$ cat config.mk
export PLATFORM = sky130hd
export DESIGN_NAME = branch_predictor_gshare
export DESIGN_NICKNAME = d
export VERILOG_FILES = /design/src/rtl/branch_predictor_gshare_pkg.sv /design/src/rtl/branch_predictor_gshare_pht.sv /design/src/rtl/branch_predictor_gshare.sv
export SDC_FILE = /design/constraint.sdc
export NUM_CORES = 1
export LEC_CHECK = 0
export CAP_MARGIN = 30
export CORE_MARGIN = 4
export CORE_UTILIZATION = 60
export DETAILED_ROUTE_END_ITERATION = 12
export GPL_ROUTABILITY_DRIVEN = 1
export PLACE_DENSITY_LB_ADDON = 0.3
export SLEW_MARGIN = 5
export SYNTH_ARGS = -nofsm -noshare
export SYNTH_HDL_FRONTEND = slang
export SYNTH_HIERARCHICAL = 1
export SYNTH_SLANG_ARGS = --single-unit
$ cat constraint.sdc
create_clock -name clk -period 14.2 [get_ports clk]
set_clock_uncertainty 0.05 [all_clocks]
set_input_delay 2.84 -clock clk [delete_from_list [all_inputs] [get_ports clk]]
set_output_delay 2.84 -clock clk [all_outputs]
set_load 0.1 [all_outputs]
$ cat src/rtl/branch_predictor_gshare_pkg.sv
// Shared types and helpers for the branch predictor: counter container, reset value
// and saturating update. Used by both the gshare and the bimodal build.
package BranchPredictorTypes;

    localparam int unsigned MAX_CTR_W = 4;
    localparam int unsigned DEF_IDX_W = 8;

    typedef logic [DEF_IDX_W-1:0] pht_idx_t;
    typedef logic [MAX_CTR_W-1:0] ctr_t;

    // Weakly not-taken: one below the taken threshold.
    function automatic ctr_t ctr_reset(input int unsigned width);
        return ctr_t'((32'd1 << (width - 1)) - 32'd1);
    endfunction

    localparam ctr_t CTR_RESET_DEFAULT = ctr_reset(2);

    function automatic ctr_t sat_next(input ctr_t cur, input logic inc, input int unsigned width);
        ctr_t maxv;
        maxv = ctr_t'((32'd1 << width) - 32'd1);
        if (inc) begin
            return (cur == maxv) ? cur : cur + ctr_t'(1);
        end
        return (cur == '0) ? cur : cur - ctr_t'(1);
    endfunction

endpackage

$ cat src/rtl/branch_predictor_gshare_pht.sv
// Pattern history table: saturating counters with one combinational read port and one
// read-modify-write update port.
module pattern_history_table
    import BranchPredictorTypes::*;
#(
    parameter int unsigned ENTRY_NUM     = 256,
    parameter int unsigned COUNTER_WIDTH = 2
) (
    input  logic                         clk,
    input  logic                         rst_n,
    input  logic [$clog2(ENTRY_NUM)-1:0] rd_idx_i,
    output logic [COUNTER_WIDTH-1:0]     rd_ctr_o,
    input  logic                         wr_en_i,
    input  logic [$clog2(ENTRY_NUM)-1:0] wr_idx_i,
    input  logic                         wr_inc_i
);

    localparam logic [COUNTER_WIDTH-1:0] RST_VAL = COUNTER_WIDTH'(ctr_reset(COUNTER_WIDTH));

    logic [COUNTER_WIDTH-1:0] pht_q [ENTRY_NUM];
    logic [COUNTER_WIDTH-1:0] wr_ctr_d;

    always_comb begin
        wr_ctr_d = COUNTER_WIDTH'(sat_next(ctr_t'(pht_q[wr_idx_i]), wr_inc_i, COUNTER_WIDTH));
    end

    always_ff @(posedge clk or negedge rst_n) begin
        if (!rst_n) begin
            for (int unsigned i = 0; i < ENTRY_NUM; i++) begin
                pht_q[i] <= RST_VAL;
            end
        end else if (wr_en_i) begin
            pht_q[wr_idx_i] <= wr_ctr_d;
        end
    end

    // No bypass: a same-cycle read sees the pre-update counter.
    assign rd_ctr_o = pht_q[rd_idx_i];

endmodule

$ cat src/rtl/branch_predictor_gshare.sv
// Dynamic branch predictor top: index hash, GHR and misprediction statistics.
// Define BRANCH_PREDICTOR_GSHARE_EN for gshare hashing; otherwise bimodal (ghr tied to 0).
module branch_predictor_gshare
    import BranchPredictorTypes::*;
#(
    parameter int unsigned PC_WIDTH      = 32,
    parameter int unsigned ENTRY_NUM     = 256,
    parameter int unsigned GHR_WIDTH     = 8,
    parameter int unsigned COUNTER_WIDTH = 2,
    parameter int unsigned STAT_WIDTH    = 32
) (
    input  logic                         clk,
    input  logic                         rst,
    input  logic [PC_WIDTH-1:0]          fetchPc,
    output logic                         predictTaken,
    output logic [$clog2(ENTRY_NUM)-1:0] predictIndex,
    input  logic                         exIsBranch,
    input  logic                         exBranchTaken,
    input  logic                         exPredictedTaken,
    input  logic [$clog2(ENTRY_NUM)-1:0] exIndex,
    output logic [STAT_WIDTH-1:0]        mispredictCount,
    output logic [GHR_WIDTH-1:0]         ghr
);

    localparam int unsigned IDX_W = $clog2(ENTRY_NUM);

    logic [COUNTER_WIDTH-1:0] rd_ctr;
    logic [STAT_WIDTH-1:0]    miss_q, miss_d;

    logic unused_pc_lo;
    assign unused_pc_lo = ^fetchPc[1:0];
    if (PC_WIDTH > IDX_W + 2) begin : g_pc_hi
        logic unused_pc_hi;
        assign unused_pc_hi = ^fetchPc[PC_WIDTH-1:IDX_W+2];
    end

`ifdef BRANCH_PREDICTOR_GSHARE_EN
    logic [GHR_WIDTH-1:0] ghr_q, ghr_d, ghr_shift;

    if (GHR_WIDTH == 1) begin : g_ghr1
        assign ghr_shift = exBranchTaken;
    end else begin : g_ghrn
        assign ghr_shift = {ghr_q[GHR_WIDTH-2:0], exBranchTaken};
    end

    always_comb begin
        ghr_d = ghr_q;
        if (exIsBranch) begin
            ghr_d = ghr_shift;
        end
    end

    always_ff @(posedge clk or negedge rst) begin
        if (!rst) begin
            ghr_q <= '0;
        end else begin
            ghr_q <= ghr_d;
        end
    end

    assign predictIndex = fetchPc[IDX_W+1:2] ^ IDX_W'(ghr_q);
    assign ghr          = ghr_q;
`else
    assign predictIndex = fetchPc[IDX_W+1:2];
    assign ghr          = '0;
`endif

    pattern_history_table #(
        .ENTRY_NUM    (ENTRY_NUM),
        .COUNTER_WIDTH(COUNTER_WIDTH)
    ) u_pht (
        .clk     (clk),
        .rst_n   (rst),
        .rd_idx_i(predictIndex),
        .rd_ctr_o(rd_ctr),
        .wr_en_i (exIsBranch),
        .wr_idx_i(exIndex),
        .wr_inc_i(exBranchTaken)
    );

    assign predictTaken = rd_ctr[COUNTER_WIDTH-1];

    always_comb begin
        miss_d = miss_q;
        if (exIsBranch && (exBranchTaken != exPredictedTaken)) begin
            miss_d = miss_q + STAT_WIDTH'(1);
        end
    end

    always_ff @(posedge clk or negedge rst) begin
        if (!rst) begin
            miss_q <= '0;
        end else begin
            miss_q <= miss_d;
        end
    end

    assign mispredictCount = miss_q;

endmodule
==> metrics, run 1 <==
Chip Height=228 microns; Tightest Hold Check Type=register to register; DRT Pass-1 Iters=8; global route overflow=0; ANT cells=0; Layout area overhead=9.82%; cells resized by post-CTS repair=0; Final #Nets=2,567; maximum clock path buffer count=3; Cell Pwr Density=114 nW/um^2; drt wl/cell=24.6 microns; routed vias=21,800; via density per instance=6.85; Slew HR=19.1%; Post-CTS Setup Bufs=0; P_int=2660 uW; initial antenna violation count=2; share of cells above drive strength 1=26.0%; Highest Clock Rate=0.100 GHz; status=finished clean; WL final=78.2 mm; post-layout util=66.7%; Syn Std Cell Area=28,900 sq um; std cell rows=80; r2r worst-path depth=9; total track usage=30.4%; Gate power share=11.7%; CTS Sinks=544; Crit Reg-Reg Startpoint=u_pht/pht_q[497]$_DFFE_PN0P_; DP Cell Count=3,070; RD Place Congestion=0.874; Period minus WS final=10000 ps; first-pass GRT wire length=123 mm; worst hold path depth=2; Hold Path Sink=u_pht/pht_q[180]$_DFFE_PN1P_; VDD IR max=0.0965 mV; critical path class=input port to primary output; synth warn=6; IO Port Bufs=61; Worst EP required=11,310 ps; Seq pwr share=45.8%; Leak Pwr=0.0118 uW; crit path capture type=primary output; residual DRC count=0; number of max-cap violations=0; Crit path arrival time=7110 ps; RSZ-0062 raised after global routing=false; RR Endpoint=u_pht/pht_q[113]$_DFFE_PN0P_; I/O pin count=94; Worst-path clk slew=50 ps; Pins Over Slew Limit=0; DIE WIDTH=228 microns; Mapped Cells=2,580; DP Wirelength=47.7 mm; Critical Path Start Type=input port; Tcrit/Tclk final=70.4%; DRT antenna net count=0; largest net degree at the start of global routing=233; switching fraction of total power=26.8%; CTS tree=done; Worst Hold Slack=417 ps; H-tree Lvls=2; vias in the first global route=21,500; Clock power frac=42.5%; initial DRC count=2,936; final setup fails=0; core box area=47,600 sq um; Non-Filler Instances=3,184; worst-skew pair later-pin latency=630 ps; HP Start=u_pht/pht_q[180]$_DFFE_PN1P_; Final Hold Fails=0; Initial Utilization=60.7%; CP max FO=31; r2r setup slk=9960 ps; die area=51,800 sq um; Net Sw Power=973 uW; hold buffers post-CTS=0; CTS buffer count=57; setup TNS=0 ps; Clock Tree Root=clkbuf_16; Avg Synthesized Cell Area=11.2 sq um; pin slew with the least headroom to its limit=1210 ps
-- state kept, by name, indices dropped and copies added (netlist names) --
register,count
u_pht/pht_q,512
mispredictCount,32
-- how the worst max path moves through the flow --
stage / startpoint / endpoint / slack [ps] / cells past startpoint
finish: fetchPc[2] / predictTaken / 4200 / 8
global route: fetchPc[2] / predictTaken / 4050 / 8
CTS: fetchPc[2] / predictTaken / 4170 / 8
detailed placement: fetchPc[2] / predictTaken / 4170 / 8
global placement: fetchPc[2] / predictTaken / 3950 / 7
floorplan: fetchPc[2] / predictTaken / 5670 / 6
-- cell type report --
cell class | instances | area [sq um]
clock buffer | 84 | 1680
tap | 615 | 769
inverter | 4 | 15.0
sequential | 544 | 13900
fill | 3437 | 15900
multi-input combinational | 1786 | 13800
timing repair buffer | 128 | 1290
clock inverter | 23 | 260
-- power by group through the flow --
stage / combinational (uW) / sequential [uW] / clock, uW
after floorplan: 243 / 1730 / 0
after detailed placement: 416 / 1690 / 0
after global placement: 405 / 1680 / 0
after global routing: 452 / 1670 / 1630
final: 425 / 1660 / 1540
after CTS: 418 / 1660 / 1560
-- layout by cell type (no fill, tap or decap), types with 8 or more instances in the layout --
| cell | count |
|---|---|
| buf_4 | 57 |
| clkbuf_1 | 12 |
| clkbuf_16 | 57 |
| clkbuf_8 | 16 |
| clkdlybuf4s50_1 | 53 |
| clkinv_2 | 12 |
| conb_1 | 8 |
| dfrtp_1 | 288 |
| dfstp_2 | 256 |
| mux2_2 | 8 |
| mux2i_1 | 50 |
| mux4_2 | 218 |
| nand2_1 | 793 |
| nand3_1 | 17 |
| nand4_1 | 17 |
| nor2_1 | 32 |
| nor2b_1 | 14 |
| o31ai_1 | 514 |
| xnor2_1 | 28 |
-- metrics by stage --
step | total power (uW) | cell area (sq um) | setup slack [ps]
3_3_place_gp | 2090 | 29600 | 3950
6_report | 3630 | 31800 | 4200
3_5_place_dp | 2100 | 29700 | 4170
4_1_cts | 3640 | 31600 | 4170
2_1_floorplan | 1980 | 28900 | 5670
5_1_grt | 3750 | 31800 | 4050
-- routing by layer --
metal / vias to the layer above / global-route usage (%) / part of all wire, % / routed length (microns)
li1: 9453 / - / - / -
met1: 11100 / 43.7 / 40 / 31300
met2: 1104 / 46.5 / 46 / 36000
met3: 202 / 7.01 / 10 / 7920
met4: 4 / 10.2 / 3.8 / 2950
met5: - / 0 / 0.038 / 30
-- worst max-delay path: stages --
cell and delay [ps]:
buf_4 330, buf_16 310, buf_4 490, mux4_2 580, mux4_2 490, mux4_2 540, mux4_2 470, clkdlybuf4s50_1 990
(Power assumes the default switching activity.)
==> run 2: changes to the inputs <==
Settings changed: CORE_UTILIZATION 60 to 57.
Clock period 14.2 ns to 8.38 ns, I/O delays scaled along.
==> run 2 against run 1 <==
  * Clock-buffer cell count up 2
  * Wire length up 2.3%
  * Worst setup slack worse by 3200 ps
  * Design area up 0.20%
  * Sequential power up 70%
  * Hold slack worse by 1.9 ps
  * Global-route usage down 0.73 points
  * Sequential cell count unchanged
  * Core utilization down 3.2 points
  * Non-clock buffer count up 10
  * Largest cell class unchanged
  * Cell count up 2.1%
  * Clock power up 64%
  * Highest routed layer is now met4
==> metrics, run 2 (same netlist as run 1, synthesis figures left out) <==
status=finished clean; WL final=80.0 mm; Net Sw Power=1660 uW; die area=54,400 sq um; routed vias=22,000; initial antenna violation count=0; most common cell after layout, fill and taps aside=nand2_1; CTS tree=done; Seq pwr share=46.4%; DP Wirelength=50.0 mm; final setup fails=0; I/O pin count=94; core box area=50,200 sq um; Leak Pwr=0.0118 uW; Pins Over Slew Limit=0; std cell rows=82; number of max-cap violations=0; global route overflow=0; RR Endpoint=u_pht/pht_q[507]$_DFFE_PN0P_; cells resized by post-CTS repair=0; maximum clock path buffer count=3; largest reg by FF count=u_pht/pht_q; CTS buffer count=57; worst hold path depth=1; Layout area overhead=10.0%; Final Hold Fails=0; Tightest Hold Check Type=register to register; switching fraction of total power=27.4%; Chip Height=233 microns; pin slew with the least headroom to its limit=1280 ps; drt wl/cell=24.6 microns; Crit Reg-Reg Startpoint=u_pht/pht_q[320]$_DFFE_PN1P_; Cell Pwr Density=191 nW/um^2; total track usage=29.6%; Critical Path Start Type=input port; P_int=4400 uW; Final #Nets=2,577; Post-CTS Setup Bufs=0; RD Place Congestion=0.895; vias in the first global route=21,900; max FFs per register=512; share of cells above drive strength 1=26.1%; critical path startpoint=fetchPc[2]; r2r worst-path depth=8; fill count=3,717; Period minus WS final=7350 ps; highest-count cells in the layout ignoring fill and taps=nand2_1 (793), o31ai_1 (514), dfrtp_1 (288); Clock power frac=41.7%; Crit path arrival time=5630 ps; largest net degree at the start of global routing=207; H-tree Lvls=2; ANT cells=0; r2r setup slk=4080 ps; hold buffers post-CTS=0; DIE WIDTH=233 microns; register area=13,900 sq um; CP max FO=29; Clock Tree Root=clkbuf_16; via density per instance=6.75; VDD IR max=0.163 mV; CTS Sinks=544; crit path capture type=primary output; Tcrit/Tclk final=87.7%; Worst EP required=6650 ps; IO Port Bufs=61; Gate power share=11.9%; residual DRC count=0; first-pass GRT wire length=126 mm; Cell Area, Placed=29,900 sq um; area taken by multi-input logic gates=13,800 sq um; Worst Setup EP=predictTaken; DRT Pass-1 Iters=6; Worst-path clk slew=60 ps; DRT antenna net count=0; Highest Clock Rate=0.136 GHz; Slew HR=14.4%; setup TNS=0 ps; Finished Cell Area=31,800 sq um; Initial Utilization=57.6%; RSZ-0062 raised after global routing=false; initial DRC count=2,729; critical path class=input port to primary output; worst-skew pair later-pin latency=630 ps
run 2: cell type report:
class | count | share of cell area (%)
Clock buffer | 86 | 5.24
Inverter | 4 | 0.0472
Sequential cell | 544 | 43.8
Clock inverter | 22 | 0.641
Multi-Input combinational cell | 1786 | 43.4
Timing Repair Buffer | 138 | 4.29
Tap cell | 672 | 2.64
run 2: worst max-delay path, stage by stage:
cell	delay (ps)
buf_4	530
buf_12	280
mux4_2	530
mux4_2	550
mux4_2	500
mux4_2	500
clkdlybuf4s50_1	990
run 2: how the worst min path moves through the flow:
stage	start	end	slack [ps]
after floorplan	u_pht/pht_q[30]$_DFFE_PN1P_	u_pht/pht_q[30]$_DFFE_PN1P_	400
after global placement	u_pht/pht_q[168]$_DFFE_PN1P_	u_pht/pht_q[168]$_DFFE_PN1P_	410
after detailed placement	u_pht/pht_q[464]$_DFFE_PN1P_	u_pht/pht_q[464]$_DFFE_PN1P_	410
after CTS	u_pht/pht_q[464]$_DFFE_PN1P_	u_pht/pht_q[464]$_DFFE_PN1P_	420
after global routing	u_pht/pht_q[136]$_DFFE_PN1P_	u_pht/pht_q[136]$_DFFE_PN1P_	430
final	mispredictCount[31]$_DFFE_PN0P_	mispredictCount[31]$_DFFE_PN0P_	420
run 2: power by group through the flow:
| stage | sequential (uW) | clock, uW | combinational (uW) |
|---|---|---|---|
| after floorplan | 2940 | 0 | 412 |
| after global placement | 2850 | 0 | 700 |
| after detailed placement | 2860 | 0 | 715 |
| after CTS | 2810 | 2560 | 716 |
| after global routing | 2830 | 2670 | 768 |
| final | 2820 | 2530 | 722 |
run 2: per-layer routing:
layer / track usage [%] / wire length [microns] / vias to the layer above
met5: 0 / 0 / -
met4: 10.9 / 3100 / 0
met2: 45.6 / 37100 / 1176
met3: 6.78 / 7930 / 218
li1: - / - / 9480
met1: 41.8 / 31900 / 11100
run 2: stage by stage:
step	instances	hold slack (ps)	power (uW)	setup slack, ps	utilization [%]
floorplan	2587	399	3350	2180	-
global route	3252	430	6270	928	63.4
CTS	3248	420	6090	1020	63.3
finish	3252	415	6070	1030	63.4
global placement	3128	406	3550	1040	59.4
detailed placement	3140	411	3570	1020	59.6
